==> src/rtl/disp_scan_ctrl.sv <==
// disp_scan_ctrl: multiplexed 4-digit BCD display scanner with tear-free commit and leading-zero blanking
// Ports: CLK/RST_N clock and async active-low reset; Value/Load new 4-digit BCD value and its load strobe;
// Enable anode enable; LampTest lamp-test request; LzBlank leading-zero blanking enable;
// BCD/LightTest/BLanking/LatchEnable decoder controls; DigitSel one-hot anodes;
// Busy value awaiting commit; Ack one-cycle commit pulse.
module disp_scan_ctrl #(
  parameter int DEAD = 2,
  parameter int DWELL = 1000
) (
  input  logic        CLK,
  input  logic        RST_N,
  input  logic [15:0] Value,
  input  logic        Load,
  input  logic        Enable,
  input  logic        LampTest,
  input  logic        LzBlank,
  output logic [3:0]  BCD,
  output logic        LightTest,
  output logic        BLanking,
  output logic        LatchEnable,
  output logic [3:0]  DigitSel,
  output logic        Busy,
  output logic        Ack
);
  localparam int CW = $clog2((DEAD > DWELL ? DEAD : DWELL) + 1);
  typedef enum logic {st_dead, st_show} state_t;
  state_t state, state_n;
  logic [1:0] idx, idx_n;
  logic [CW-1:0] cnt, cnt_n;
  logic [15:0] shadow, shadow_n, pending;
  logic pend, pend_n, run, last, commit, lz;
  logic [3:0] bcd_n, sel_n;
  logic lt_n, bl_n, le_n;
  // run holds the sequencer for the first edge after reset so that edge starts DEAD of digit 0
  always_ff @(posedge CLK or negedge RST_N)
    if (!RST_N) begin
      run <= 1'b0;
      state <= st_dead;
      idx <= '0;
      cnt <= '0;
      shadow <= '0;
      pending <= '0;
      pend <= 1'b0;
      BCD <= '0;
      LightTest <= 1'b1;
      BLanking <= 1'b0;
      LatchEnable <= 1'b0;
      DigitSel <= '0;
      Ack <= 1'b0;
    end else begin
      run <= 1'b1;
      state <= state_n;
      idx <= idx_n;
      cnt <= cnt_n;
      shadow <= shadow_n;
      if (Load) pending <= Value;
      pend <= pend_n;
      BCD <= bcd_n;
      LightTest <= lt_n;
      BLanking <= bl_n;
      LatchEnable <= le_n;
      DigitSel <= sel_n;
      Ack <= commit;
    end
  always_comb begin
    last = state == st_dead ? cnt == CW'(DEAD - 1) : cnt == CW'(DWELL - 1);
    commit = run && state == st_show && idx == 2'd3 && last && pend;
    state_n = !run ? st_dead : last ? (state == st_dead ? st_show : st_dead) : state;
    idx_n = run && state == st_show && last ? idx + 2'd1 : idx;
    cnt_n = !run || last ? '0 : cnt + CW'(1);
    shadow_n = commit ? pending : shadow;
    pend_n = Load | (pend & ~commit);
  end
  // outputs are registered copies of what the next state will present
  always_comb begin
    bcd_n = shadow_n[{idx_n, 2'b00} +: 4];
    lz = LzBlank && idx_n != 2'd0 && (shadow_n >> {idx_n, 2'b00}) == 16'd0;
    bl_n = LampTest | ~lz;
    lt_n = ~LampTest;
    le_n = state_n == st_show;
    sel_n = state_n == st_show && Enable ? 4'b0001 << idx_n : 4'b0000;
  end
  assign Busy = pend;
endmodule

==> config.mk <==
export PLATFORM = sky130hd
export DESIGN_NAME = disp_scan_ctrl
export DESIGN_NICKNAME = d
export VERILOG_FILES = /design/src/rtl/disp_scan_ctrl.sv
export SDC_FILE = /design/constraint.sdc
export NUM_CORES = 1
export LEC_CHECK = 0
export ABC_CLOCK_PERIOD_IN_PS = 5000
export BUFFER_PORTS_ARGS = -buffer_cell sky130_fd_sc_hd__buf_2
export CAP_MARGIN = 20
export CORE_ASPECT_RATIO = 0.7
export CORE_MARGIN = 2
export CORE_UTILIZATION = 30
export CTS_CLUSTER_SIZE = 8
export DETAILED_ROUTE_END_ITERATION = 6
export HOLD_SLACK_MARGIN = 0.05
export SYNTH_ARGS = -nofsm -noshare
export SYNTH_HDL_FRONTEND = slang
export SYNTH_SLANG_ARGS = --single-unit
==> constraint.sdc <==
create_clock -name CLK -period 5 [get_ports CLK]
set_input_delay 0.25 -clock CLK [delete_from_list [all_inputs] [get_ports CLK]]
set_output_delay 0.25 -clock CLK [all_outputs]
set_load 0.02 [all_outputs]
# Word level (Yosys, flattened, before mapping)
# Index checks and enable logic that the tools add are counted.
[word_totals]
out_inout_bits = 13
wordCells = 46
register_bits = 58
[op_classes]
n_addsub = 2
n_reduce_logical = 12
bitwise_logic = 6
muxes = 8
shift = 3
eq_ne = 3
[ops]
columns = ["cell", "n"]
rows = [
  ["16-bit zero test", 1],
  ["16-bit 2-to-1 mux", 1],
  ["16-bit by 5-bit variable part select with 4-bit output", 1],
  ["16-bit by 4-bit right shift with 16-bit output", 1],
  ["10-bit by 1-bit adder with 10-bit output, second input constant", 1],
  ["10-bit by 1-bit == test with 1-bit output, second input constant", 1],
  ["10-bit == test, second input constant", 1],
  ["10-bit 2-to-1 mux", 1],
  ["1-bit logical AND", 8],
  ["1-bit 2-to-1 mux", 4],
  ["4-bit 2-to-1 mux", 1],
  ["1-bit by 2-bit << shifter with 4-bit output, first input constant", 1],
  ["1-bit inverter", 3],
  ["2-bit by 1-bit adder with 2-bit output, second input constant", 1],
  ["2-bit == test, second input constant", 1],
  ["2-bit 2-to-1 mux", 1],
  ["1-bit OR", 2],
  ["2-bit nonzero test", 1],
  ["1-bit bitwise AND", 1],
  ["1-bit zero test", 1],
  ["1-bit logical OR", 1],
]

# Longest topological paths before layout
# Gate-level depths: netlist (run 1).
[depth]
depth_word = 10
mapped_depth = 11
ltp_nobuf = 9

# Worst setup path after synthesis (run 1)
# No wires, ideal clock.
[synth_timing]
path_kind = "reg-to-reg"
startpoint = "reg cnt[3]"
endpoint = "reg BLanking"
t_required_ns = 4.864
path_stages_with_launch = 9
synth_period_minus_slack_ns = 2.650
n_path_buf = 1
arrival_time_ns = 2.514
setup_time_ns = 0.136
path_slack_ns = 2.350
path_cell_list = "dfrtp_1 > or3b_1 > buf_2 > nor4_4 > mux2i_1 > inv_1 > o21a_1 > a2111oi_2 > nand4b_1"
[synth_between]
word_cells_on_any_way = 15
classes_between = "eq/ne (2); shift (1); mux (3); bitwise (2); reduce/logical (7)"
[synth_lines]
columns = ["item", "line", "source"]
rows = [
  ["start: declaration", "29", "logic [CW-1:0] cnt, cnt_n;"],
  ["start signal: assignment", "54", "cnt <= cnt_n;"],
  ["10-bit by 1-bit == test with 1-bit output / 10-bit == test (equally long branches)", "66", "last = state == st_dead ? cnt == CW'(DEAD - 1) : cnt == CW'(DWELL - 1);"],
  ["1-bit 2-to-1 mux (*)", "66", ""],
  ["1-bit logical AND (*)", "69", "idx_n = run && state == st_show && last ? idx + 2'd1 : idx;"],
  ["2-bit 2-to-1 mux (*)", "69", ""],
  ["net idx_n[1]", "28", "logic [1:0] idx, idx_n;"],
  ["16-bit by 4-bit right shift with 16-bit output / 2-bit nonzero test (equally long branches)", "77", "lz = LzBlank && idx_n != 2'd0 && (shadow_n >> {idx_n, 2'b00}) == 16'd0;"],
  ["16-bit zero test / 1-bit logical AND (equally long branches)", "77", ""],
  ["1-bit logical AND (*)", "77", ""],
  ["1-bit inverter (*)", "78", "bl_n = LampTest | ~lz;"],
  ["1-bit OR (*)", "78", ""],
  ["net bl_n", "33", "logic lt_n, bl_n, le_n;"],
  ["end signal: assignment", "60", "BLanking <= bl_n;"],
  ["end: declaration", "19", "output logic BLanking,"],
]
# The timed path passes the listed nets; every way through them passes the cells marked *.
# A chain may end at the register's enable or synchronous reset.

# Worst setup path after layout (run 1)
# Ends and elaborated chain as after synthesis.

==> key figures, run 1 <==
Status
  – Outcome: finished clean

Clock network
  – Number of post-CTS setup repair buffers: 0
  – Clock input transition at the sequential cells of the worst setup and hold paths: 50 ps
  – Total CTS buffers: 9
  – CTS tree: done
  – Number of H-tree branching levels: 3
  – Root buffer selected by CTS: sky130_fd_sc_hd__clkbuf_16
  – Number of buffers on the longest clock path: 2
  – Clk_lat worst skew: around 330 ps
  – Number of sinks driven by the clock tree: between 50 and 60

Layout
  – Most frequent standard cell in the layout excluding fill and tap cells: sky130_fd_sc_hd__dfrtp_1
  – Number of filler instances in the final layout: about 840
  – Area used by multi-input combinational logic: between 1000 and 1500 µm²
  – Antenna diode count: 0
  – Layout cell share with drive strength beyond 1: 0.285
  – Storage element area: 1450 µm²
  – Final core utilization: 0.374
  – Most frequent cells in the layout: sky130_fd_sc_hd__dfrtp_1 (57), sky130_fd_sc_hd__nand2_1 (38), sky130_fd_sc_hd__buf_2 (34)
  – Number of nets in the finished design: 293
  – Area growth syn-to-layout: 21.9%

Timing
  – Relative slew slack: 0.486
  – Setup TNS Final: 0 ps
  – Count of endpoints failing setup in the final report: 0
  – Transition time of the tightest slew-check pin: 750 ps
  – Unrepaired setup endpoints after global routing: false
  – Hold violation count in the final report: 0
  – Final Critical Period: ~3100 ps
  – Post-route fraction of the period consumed by the critical path: 0.626
  – Worst clock skew on the final layout: between 6 and 7 ps
  – Min setup slack post-route: 1870 ps
  – Fmax: approximately 0.32 GHz
  – Pins over their slew limit: 0

Placed design
  – Count of input and output buffers: 34
  – Worst slack after detailed placement: 1890 ps
  – Placer Congestion: 0.915
  – HPWL reported at the end of detailed placement: 3.75 mm

Job
  – MaxCap Viol Count: 0

Logic synthesis
  – Syn Inst Count: 230
  – Cell accounting for the most synthesized area: sky130_fd_sc_hd__dfrtp_1
  – Post-Syn Area: between 2000 and 3000 µm²
  – Synthesis-stage register bit count: 58
  – Synthesized netlist net count: 254
  – Number of enable flip-flop cells after synthesis: 0
  – Synth top area share: 0.552
  – Synth async-reset ratio: 1.00
  – Cell types occupying the most area after synthesis: sky130_fd_sc_hd__dfrtp_1 (55%), sky130_fd_sc_hd__mux2_2 (7.4%), sky130_fd_sc_hd__nand2_1 (5.5%)
  – Mux share of post-synthesis cell area: 0.124
  – Simple-gate share of the synthesized area: 0.168
  – Library cells used by synthesis: between 40 and 50
  – Synthesized area per cell: 11.2 µm²
  – Number of warnings issued by yosys: 0
  – Compound-gate portion of the synthesized area: 0.0693
  – Most used DFF post-synth: sky130_fd_sc_hd__dfrtp_1
  – Combinational family with the most area after synthesis: simple AND/OR/NAND/NOR gates
  – Adder and majority gate portion of the synthesized area: 0.00969
  – Share of the synthesized netlist area taken by xor and xnor gates: 0.0305
  – Portion of the post-synthesis area used by sequential elements: 0.563

Drt
  – Total via count in the routed design: between 1.5k and 2k
  – Drt wl/cell: between 10 and 15 µm
  – Remaining DRCs: 0
  – Antenna violation net count after detailed routing: 0
  – Iteration-0 DRC Markers: 182
  – Detailed-route wire length: approximately 5.3 mm
  – Drt first pass iters: 4
  – Post-detailed-route via-to-cell ratio: 4.61

Power and ir drop
  – Worst vdd ir: ~0.22 mV
  – Lkg Pwr: around 1.6 nW
  – PwrDens: 364 nW/µm²

Critical path
  – Critical path, cell by cell: or3b_1 -> nor4_4 -> mux2i_1 -> inv_1 -> o21a_1 -> a2111oi_2 -> nand4b_1
  – Worst Setup SP: cnt[3]$_DFF_PN0_
  – Nature of the critical path endpoint: register
  – CP startpoint kind: register
  – Slowest cell on the critical path: sky130_fd_sc_hd__mux2i_1
  – Worst R2R Start: cnt[3]$_DFF_PN0_
  – Maximum cell stage delay along the critical path: about 700 ps
  – Worst Path Max Fanout: 8
  – Arrival time worst endpoint: between 3000 and 4000 ps
  – Critical Path RT: between 5000 and 6000 ps
  – Critical path class: reg2reg

Hold path
  – Classification of the worst-slack hold path: in2async

Die
  – Effective utilization at floorplan: 0.307
  – IO Pins: 35
  – Die height: between 80 and 90 µm
  – Die Outline Area: between 9000 and 10,000 µm²
  – Standard cell core area: roughly 8400 µm²
  – Num rows: 28
  – Overall die width: roughly 110 µm

Global route
  – Grt total ovfl: 0
  – Largest net degree at the start of global routing: 59
  – GR Util All Layers: 0.129
  – Global-route wire length before repair: between 8 and 9 mm
  – Vias in the first global route: roughly 1.7k
  – Initial antenna violation count: 0
[through the flow]
step / hold slack [ps] / cell area (µm²) / instances / total power [mW]
after floorplan: -45.6 / 2580 / 230 / 0.536
after global placement: 388 / 2840 / 362 / 0.563
after detailed placement: 394 / 2840 / 362 / 0.564
after CTS: 91.3 / 3150 / 379 / 1.17
after global routing: 123 / 3150 / 379 / 1.20
final: 64.3 / 3150 / 379 / 1.15
[cell type report]
cell class                      instances  share of cell area
Sequential cell                        58               0.461
Multi-Input combinational cell        153               0.330
Clock buffer                            9              0.0715
Timing Repair Buffer                   36              0.0596
Tap cell                              105              0.0417
Clock inverter                          7              0.0223
Inverter                               11              0.0135
[layer usage]
| metal | routed length, µm | track usage | up-vias |
|---|---|---|---|
| met5 | 0 | 0 | - |
| met1 | 3050 | 0.189 | 838 |
| li1 | - | - | 866 |
| met4 | 38 | 0.0542 | 0 |
| met2 | 2000 | 0.159 | 40 |
| met3 | 256 | 0.0583 | 5 |
[report_power, final]
group          total [mW]  leakage (nW)  internal, mW  switching, mW
Combinational      0.0555         0.668        0.0263         0.0292
Sequential          0.500         0.754         0.487         0.0132
Clock               0.591         0.133         0.382          0.208
Total                1.15          1.56         0.896          0.251
[final timing paths]
| check | end | slack, ps | cells past startpoint |
|---|---|---|---|
| max reg2reg | BLanking$_DFF_PN0_ | 1870 | 7 |
| min | pending[9]$_DFFE_PN0P_ | 60 | 2 |
| min reg2reg | shadow[3]$_DFF_PN0_ | 470 | 2 |
| max | BLanking$_DFF_PN0_ | 1870 | 7 |
| max in group asynchronous | cnt[2]$_DFF_PN0_ | 4440 | 2 |
| min in group CLK | pending[2]$_DFFE_PN0P_ | 150 | 2 |
[cell usage after synthesis (2+ instances only)]
library cell,number
sky130_fd_sc_hd__nand4_1,2
sky130_fd_sc_hd__mux2_2,17
sky130_fd_sc_hd__nand3_1,6
sky130_fd_sc_hd__inv_1,9
sky130_fd_sc_hd__nand2_1,38
sky130_fd_sc_hd__a21oi_1,5
sky130_fd_sc_hd__buf_6,2
sky130_fd_sc_hd__a211oi_1,3
sky130_fd_sc_hd__mux2i_1,9
sky130_fd_sc_hd__nor2_1,18
sky130_fd_sc_hd__a21o_1,2
sky130_fd_sc_hd__o21a_1,2
sky130_fd_sc_hd__a31oi_1,2
sky130_fd_sc_hd__xor2_1,3
sky130_fd_sc_hd__clkbuf_1,3
sky130_fd_sc_hd__buf_2,3
sky130_fd_sc_hd__and3_1,5
sky130_fd_sc_hd__nor2b_1,4
sky130_fd_sc_hd__ha_1,2
sky130_fd_sc_hd__nor3_1,4
sky130_fd_sc_hd__mux2_1,2
sky130_fd_sc_hd__nor4_1,3
sky130_fd_sc_hd__or2_1,2
sky130_fd_sc_hd__dfrtp_1,57
sky130_fd_sc_hd__xnor2_1,6
[critical path, delay by kind of cell, from the launching register on]
family / cells / cell delay (ps)
multiplexers: 1 / 700
AO/OA/AOI/OAI: 2 / 490
AND/OR/NAND/NOR: 3 / 1090
buffers and inverters: 1 / 310
flip-flops: 1 / 400
[flip-flops by register name (all words and copies together), names as in the netlist]
register and cells:
BLanking 1, BCD 4, DigitSel 4, LightTest 1, run 1, Ack 1, shadow 16, idx 2
Busy 1, pending 16, cnt 10, state 1
[cells by family after synthesis]
group	Yosys count
simple gates	89
flops	58
mux	29
buf+inv	19
other cells	1
xor+xnor	9
compound gates	23
fa+ha+maj	2
[timing repair]
| item | CTS | global route |
|---|---|---|
| endpoints found under the hold margin | 1 | 0 |
| hold buffers | 1 | 0 |
| resized for setup | 0 | 0 |
Power figures use the tool's default switching activity.
==> run 2: changes to the inputs <==
ABC_CLOCK_PERIOD_IN_PS = 3150   (was 5000)
clock period = 3.15 ns   (was 5 ns; I/O delays follow)
==> run 2 against run 1 <==
Compared with the run above:
- design area rose by 0.60%
- final cell count increased by 1.3%
- global-route usage up 0.67 points
- sequential share of layout area down 0.27 points
- sequential power grew 59%
- combinational power increased by 63%
- setup slack got worse by 1700 ps
- first-iteration DRC count shrank 41%
- sequential cell count stayed put
- utilization grew 0.22 points
- clock-buffer cell count up 7
- critical path type unchanged
- critical endpoint unchanged
- largest cell class unchanged
- largest power group unchanged
- highest routed layer unchanged
==> key figures, run 2 (synthesis gave the netlist of run 1 again) <==
Critical path
  – Critical path, cell by cell: or3b_1 -> nor4_4 -> xnor2_1 -> clkinv_2 -> mux2i_1 -> mux2i_1 -> mux2_1 -> nand4b_1
  – Worst R2R Start: cnt[3]$_DFF_PN0_
  – Critical Path RT: roughly 3300 ps
  – Arrival time worst endpoint: ~3100 ps
  – Critical path class: reg2reg
  – Worst Path Max Fanout: 12
  – CP startpoint kind: register
  – R2R setup slack: 200 ps
  – Nature of the critical path endpoint: register
  – Number of cells on the worst reg-to-reg path: 8
  – Dominant delay contributor by cell family on the critical path: simple AND/OR/NAND/NOR gates
  – Buffers & Inverters on Critical Path: 1
  – Slowest cell on the critical path: sky130_fd_sc_hd__or3b_1
  – Worst reg2reg path endpoint: BLanking$_DFF_PN0_
  – Most common cell type on the critical path: sky130_fd_sc_hd__mux2i_1
  – Maximum cell stage delay along the critical path: 490 ps

Placed design
  – Number of placed instances with taps included: 365
  – Placer Congestion: about 0.82
  – Count of input and output buffers: 34
  – HPWL reported at the end of detailed placement: around 4.0 mm
  – Worst slack after detailed placement: around 250 ps

Timing
  – Worst hold slack after final layout: about 60 ps
  – Pins over their slew limit: 0
  – Min setup slack post-route: around 200 ps
  – Count of endpoints failing setup in the final report: 0
  – Worst clock skew on the final layout: 8.28 ps
  – Post-route fraction of the period consumed by the critical path: 0.935
  – Fmax: 0.340 GHz
  – Relative slew slack: 0.368
  – Setup TNS Final: 0 ps
  – Unrepaired setup endpoints after global routing: false
  – Transition time of the tightest slew-check pin: ~950 ps
  – Final Critical Period: approximately 2900 ps
  – Hold violation count in the final report: 0

Clock network
  – Number of buffers on the longest clock path: 2
  – CTS tree: done
  – Number of post-CTS setup repair buffers: 0
  – Number of H-tree branching levels: 3
  – Clk_lat worst skew: about 330 ps
  – Number of sinks driven by the clock tree: 58
  – Root buffer selected by CTS: sky130_fd_sc_hd__clkbuf_16
  – Clock input transition at the sequential cells of the worst setup and hold paths: approximately 50 ps
  – Gates resized, CTS repair: 0
  – Total CTS buffers: 9

Global route
  – Initial antenna violation count: 0
  – GR Util All Layers: 0.135
  – Largest net degree at the start of global routing: between 40 and 50
  – Most heavily used metal layer in global routing: met1
  – Met1 global-route usage: 0.196
  – Met2 Usage GRT: 0.175
  – Global-route wire length before repair: 9.21 mm
  – Vias in the first global route: between 1.5k and 2k
  – Fraction of met3 tracks used by global routing: 0.0583
  – Grt total ovfl: 0

Layout
  – Area growth syn-to-layout: 22.6%
  – Storage element area: between 1000 and 1500 µm²
  – Post-route insts no fill: 384
  – Layout cell share with drive strength beyond 1: 0.272
  – Most frequent cells in the layout: sky130_fd_sc_hd__dfrtp_1 (57), sky130_fd_sc_hd__nand2_1 (38), sky130_fd_sc_hd__buf_2 (34)
  – Antenna diode count: 0
  – Number of nets in the finished design: 298
  – Registers with the most flip-flops: pending x16, shadow x16, cnt x10
  – Area used by multi-input combinational logic: just over 1000 µm²
  – Most frequent standard cell in the layout excluding fill and tap cells: sky130_fd_sc_hd__dfrtp_1
  – Number of filler instances in the final layout: roughly 840
  – Final core utilization: 0.377

Drt
  – Antenna violation net count after detailed routing: 0
  – Iteration-0 DRC Markers: 107
  – Post-detailed-route via-to-cell ratio: between 4 and 5
  – Total via count in the routed design: around 1.8k
  – Remaining DRCs: 0
  – Drt first pass iters: 6
  – Detailed-route wire length: approximately 5.6 mm
  – Drt wl/cell: roughly 14 µm

Status
  – Outcome: finished clean

Power and ir drop
  – Worst vdd ir: between 0.3 and 0.4 mV
  – Lkg Pwr: ~1.6 nW
  – PwrDens: around 560 nW/µm²

Die
  – IO Pins: 35
  – Die height: 81.6 µm
  – Die Outline Area: 9380 µm²
  – Num rows: 28
  – Standard cell core area: approximately 8400 µm²
  – Effective utilization at floorplan: 0.307
  – Overall die width: 115 µm

Hold path
  – Hold wc startpoint: Value[0]
  – Classification of the worst-slack hold path: in2reg
  – Worst hold stages: 2
  – End of the worst hold path: pending[0]$_DFFE_PN0P_

Job
  – MaxCap Viol Count: 0
[run 2: cell count changes in the layout (fill, tap and decap cells not counted), sizes merged]
cell,change
clkbuf,+7
clkinv,-2
clkinvlp,-4
bufinv,-1
buf,+3
dlygate4sd3,+2
[run 2: per-stage QoR]
stage	cell area [µm²]	power, mW
final	3170	1.77
after detailed placement	2870	0.897
after global placement	2870	0.894
after floorplan	2580	0.851
after global routing	3170	1.85
after CTS	3170	1.79
[run 2: routing by layer]
| metal | routed length [µm] | vias up | share of wire |
|---|---|---|---|
| met5 | 0 | - | 0 |
| met2 | 2120 | 47 | 0.38 |
| met4 | 73 | 0 | 0.013 |
| met1 | 2970 | 859 | 0.53 |
| li1 | - | 878 | - |
| met3 | 401 | 9 | 0.072 |
[run 2: layout make-up]
type,count,share of cell area
flip-flops and latches,58,0.459
well taps,105,0.0415
repair buffers,41,0.0727
inverters,11,0.0134
clock buffers,16,0.0857
multi-input cells,153,0.328
[run 2: how the worst max path moves through the flow]
| stage | from | endpoint | depth (start not counted) | slack, ps |
|---|---|---|---|---|
| after floorplan | cnt[3]$_DFF_PN0_ | BLanking$_DFF_PN0_ | 8 | 500 |
| after global placement | cnt[3]$_DFF_PN0_ | BLanking$_DFF_PN0_ | 8 | 310 |
| after detailed placement | cnt[3]$_DFF_PN0_ | BLanking$_DFF_PN0_ | 8 | 250 |
| after CTS | cnt[3]$_DFF_PN0_ | BLanking$_DFF_PN0_ | 8 | 230 |
| after global routing | cnt[3]$_DFF_PN0_ | BLanking$_DFF_PN0_ | 8 | 0.7 |
| final | cnt[3]$_DFF_PN0_ | BLanking$_DFF_PN0_ | 8 | 200 |
[run 2: what timing repair did]
action | in CTS | in global routing
hold buffers | 3 | 0
endpoints found under the hold margin | 42 | 0
endpoints found under the setup margin | 0 | 0
[run 2: power by group]
| part | internal (mW) | switching, mW | leakage (nW) |
|---|---|---|---|
| registers | 0.774 | 0.0207 | 0.754 |
| clock network | 0.574 | 0.308 | 0.131 |
| logic | 0.0434 | 0.0471 | 0.691 |
| total | 1.39 | 0.376 | 1.58 |
[run 2: worst register-to-register path, stage by stage, from the launching register on]
cell and delay [ps]:
sky130_fd_sc_hd__dfrtp_1 400, sky130_fd_sc_hd__or3b_1 490, sky130_fd_sc_hd__nor4_4 280, sky130_fd_sc_hd__xnor2_1 370, sky130_fd_sc_hd__clkinv_2 390, sky130_fd_sc_hd__mux2i_1 240, sky130_fd_sc_hd__mux2i_1 80, sky130_fd_sc_hd__mux2_1 340
sky130_fd_sc_hd__nand4b_1 200
==> run 3: changes to the inputs <==
ABC_AREA = 1   (was default)
ABC_CLOCK_PERIOD_IN_PS = 3800   (was 3150)
clock period = 3.8 ns   (was 3.15 ns; I/O delays follow)
==> run 3 against run 2 <==
Compared with the run above:
- sequential power down 11%
- die area up 5.8%
- routed wire length is 5.6% higher
- register-to-register slack better by 1100 ps
- sequential cell count did not move
- combinational power rose to 3.5 times the previous value
- maximum frequency increased by 19%
- area after synthesis increased by 6.1%
- non-clock buffer count is 3 lower
- utilization decreased by 0.89 points
- largest cell class unchanged
==> key figures, run 3 <==
Layout
  – Storage element area: 1450 µm²
  – Registers with the most flip-flops: pending x16, shadow x16, cnt x10
  – Number of filler instances in the final layout: about 950
  – Area used by multi-input combinational logic: roughly 1000 µm²
  – Number of nets in the finished design: around 380
  – Antenna diode count: 0
  – Final core utilization: 0.368
  – Layout cell share with drive strength beyond 1: 0.204
  – Area growth syn-to-layout: 20.3%
  – Most frequent standard cell in the layout excluding fill and tap cells: sky130_fd_sc_hd__nand2_1
  – Most frequent cells in the layout: sky130_fd_sc_hd__nand2_1 (91), sky130_fd_sc_hd__dfrtp_1 (57), sky130_fd_sc_hd__inv_1 (41)

Placed design
  – Placer Congestion: around 0.82
  – Worst slack after detailed placement: approximately 1400 ps
  – Count of input and output buffers: 34
  – HPWL reported at the end of detailed placement: 4.29 mm

Timing
  – Unrepaired setup endpoints after global routing: false
  – Min setup slack post-route: about 1300 ps
  – Final Critical Period: roughly 2500 ps
  – Worst clock skew on the final layout: 8.79 ps
  – Setup TNS Final: 0 ps
  – Hold violation count in the final report: 0
  – Fmax: 0.404 GHz
  – Relative slew slack: 0.522
  – Post-route fraction of the period consumed by the critical path: 0.652
  – Count of endpoints failing setup in the final report: 0
  – Transition time of the tightest slew-check pin: around 720 ps
  – Pins over their slew limit: 0

Hold path
  – Hold wc startpoint: Value[3]
  – Classification of the worst-slack hold path: in2reg

Die
  – Die Outline Area: 9920 µm²
  – Num rows: 29
  – IO Pins: 35
  – Standard cell core area: ~9000 µm²
  – Overall die width: between 100 and 150 µm
  – Die height: 83.9 µm
  – Effective utilization at floorplan: 0.306

Logic synthesis
  – Top-count cell post-synth: sky130_fd_sc_hd__nand2_1
  – Number of enable flip-flop cells after synthesis: 0
  – Most used DFF post-synth: sky130_fd_sc_hd__dfrtp_1
  – Synthesized netlist net count: about 340
  – Number of warnings issued by yosys: 0
  – Most instantiated cells after synthesis: sky130_fd_sc_hd__nand2_1 (91), sky130_fd_sc_hd__dfrtp_1 (57), sky130_fd_sc_hd__inv_1 (41)
  – Portion of the post-synthesis area used by sequential elements: 0.530
  – Synthesized area per cell: 8.56 µm²
  – Synth top area share: 0.521
  – Cell accounting for the most synthesized area: sky130_fd_sc_hd__dfrtp_1
  – Synth async-reset ratio: 1.00
  – Syn Inst Count: 320
  – Library cells used by synthesis: 31
  – Synthesis-stage register bit count: 58
  – Cell types occupying the most area after synthesis: sky130_fd_sc_hd__dfrtp_1 (52%), sky130_fd_sc_hd__nand2_1 (12%), sky130_fd_sc_hd__inv_1 (5.6%)
  – Post-Syn Area: around 2700 µm²

Global route
  – GR Util All Layers: 0.130
  – Initial antenna violation count: 0
  – Largest net degree at the start of global routing: between 50 and 60
  – Met1 global-route usage: 0.186
  – Global-route wire length before repair: slightly below 10 mm
  – Met2 Usage GRT: 0.171
  – Fraction of met3 tracks used by global routing: 0.0505
  – Grt total ovfl: 0
  – Most heavily used metal layer in global routing: met1
  – Vias in the first global route: around 2.0k

Job
  – MaxCap Viol Count: 0

Clock network
  – Clk_lat worst skew: approximately 330 ps
  – Number of sinks driven by the clock tree: 58
  – Clock input transition at the sequential cells of the worst setup and hold paths: around 50 ps
  – Total CTS buffers: 9
  – Number of buffers on the longest clock path: 2
  – CTS tree: done
  – Number of H-tree branching levels: 3
  – Root buffer selected by CTS: sky130_fd_sc_hd__clkbuf_16

Power and ir drop
  – Lkg Pwr: ~1.7 nW
  – Worst vdd ir: between 0.2 and 0.25 mV
  – Final Total Pwr: ~1.8 mW
  – PwrDens: about 530 nW/µm²

Critical path
  – Worst Path Max Fanout: 23
  – Worst R2R Start: state$_DFF_PN0_
  – Critical path class: reg2reg
  – CP startpoint kind: register
  – Arrival time worst endpoint: ~2700 ps
  – Critical Path RT: between 4000 and 5000 ps
  – Worst Setup SP: state$_DFF_PN0_
  – Nature of the critical path endpoint: register

Drt
  – Detailed-route wire length: 5.87 mm
  – Post-detailed-route via-to-cell ratio: between 4 and 5
  – Drt first pass iters: 4
  – Antenna violation net count after detailed routing: 0
  – Remaining DRCs: 0
  – Iteration-0 DRC Markers: between 150 and 200
  – Drt wl/cell: between 10 and 15 µm
  – Total via count in the routed design: around 2.1k

Status
  – Outcome: finished clean
==> run 3: cell types whose count changed after synthesis, sizes merged, moves of 5 or more <==
cell and delta:
inv +34, mux2 -13, mux2i -9, nand2 +57, nand3 +8, nand4 +21
nor2 +9, o21ai +13, xnor2 -5
==> run 3: cell families after synthesis <==
group	synth area share
DFF	0.530
xor gates and xnor gates	0.00960
buffers and inverters	0.0891
other	0.00137
and+or+nand+nor	0.282
muxes	0.0288
AOI/OAI and AO/OA	0.0498
adders and majority gates	0.00914
==> run 3: cell type report <==
| cell class | instances | share of cell area |
|---|---|---|
| sequential | 58 | 0.441 |
| multi-input combinational | 206 | 0.316 |
| clock buffer | 13 | 0.0790 |
| timing repair buffer | 38 | 0.0623 |
| inverter | 44 | 0.0501 |
| tap | 124 | 0.0471 |
| clock inverter | 3 | 0.00456 |
==> run 3: critical path, cell delays in order (launching register included) <==
cell,delay [ps]
sky130_fd_sc_hd__dfrtp_1,450
sky130_fd_sc_hd__nand2_1,140
sky130_fd_sc_hd__nor2_1,170
sky130_fd_sc_hd__buf_4,280
sky130_fd_sc_hd__nand4_2,480
sky130_fd_sc_hd__nand2_1,190
sky130_fd_sc_hd__nand2_1,110
sky130_fd_sc_hd__nand2_1,70
sky130_fd_sc_hd__nand2_1,80
sky130_fd_sc_hd__a21oi_2,170
sky130_fd_sc_hd__nand2_1,80
sky130_fd_sc_hd__nor2_1,80
sky130_fd_sc_hd__nand2_1,60
==> run 3: worst paths after layout <==
path / end / slack (ps) / cells past startpoint
setup reg to reg: BLanking$_DFF_PN0_ / 1320 / 12
setup / recovery: BLanking$_DFF_PN0_ / 1320 / 12
hold / removal: pending[3]$_DFFE_PN0P_ / 80 / 3
hold reg to reg: shadow[6]$_DFF_PN0_ / 470 / 2
max in group asynchronous: DigitSel[3]$_DFF_PN0_ / 2780 / 3
min in group asynchronous: pending[4]$_DFFE_PN0P_ / 530 / 3
==> run 3: repair_timing <==
item                       in CTS  in global routing
setup endpoints to repair       0                  0
hold endpoints to repair       52                  0
hold buffers                    2                  0
buffers inserted                0                  0
resized for setup               0                  0
==> run 3: metal layers <==
| layer | part of all wire | vias to the layer above |
|---|---|---|
| li1 | - | 1099 |
| met1 | 0.54 | 956 |
| met2 | 0.39 | 43 |
| met3 | 0.054 | 8 |
| met4 | 0.012 | 0 |
| met5 | 0 | - |
==> run 3: per-stage QoR <==
step / instance area (µm²) / hold slack, ps / cells
floorplan: 2740 / -106 / 320
global placement: 3000 / 314 / 468
detailed placement: 3000 / 318 / 468
CTS: 3300 / 66.6 / 486
global route: 3300 / 81.9 / 486
finish: 3300 / 78.9 / 486
==> run 3: where the power goes <==
part	internal (mW)	switching, mW	total (mW)
combinational	0.0893	0.230	0.320
sequential	0.673	0.0344	0.708
clock	0.472	0.259	0.731
total	1.23	0.524	1.76
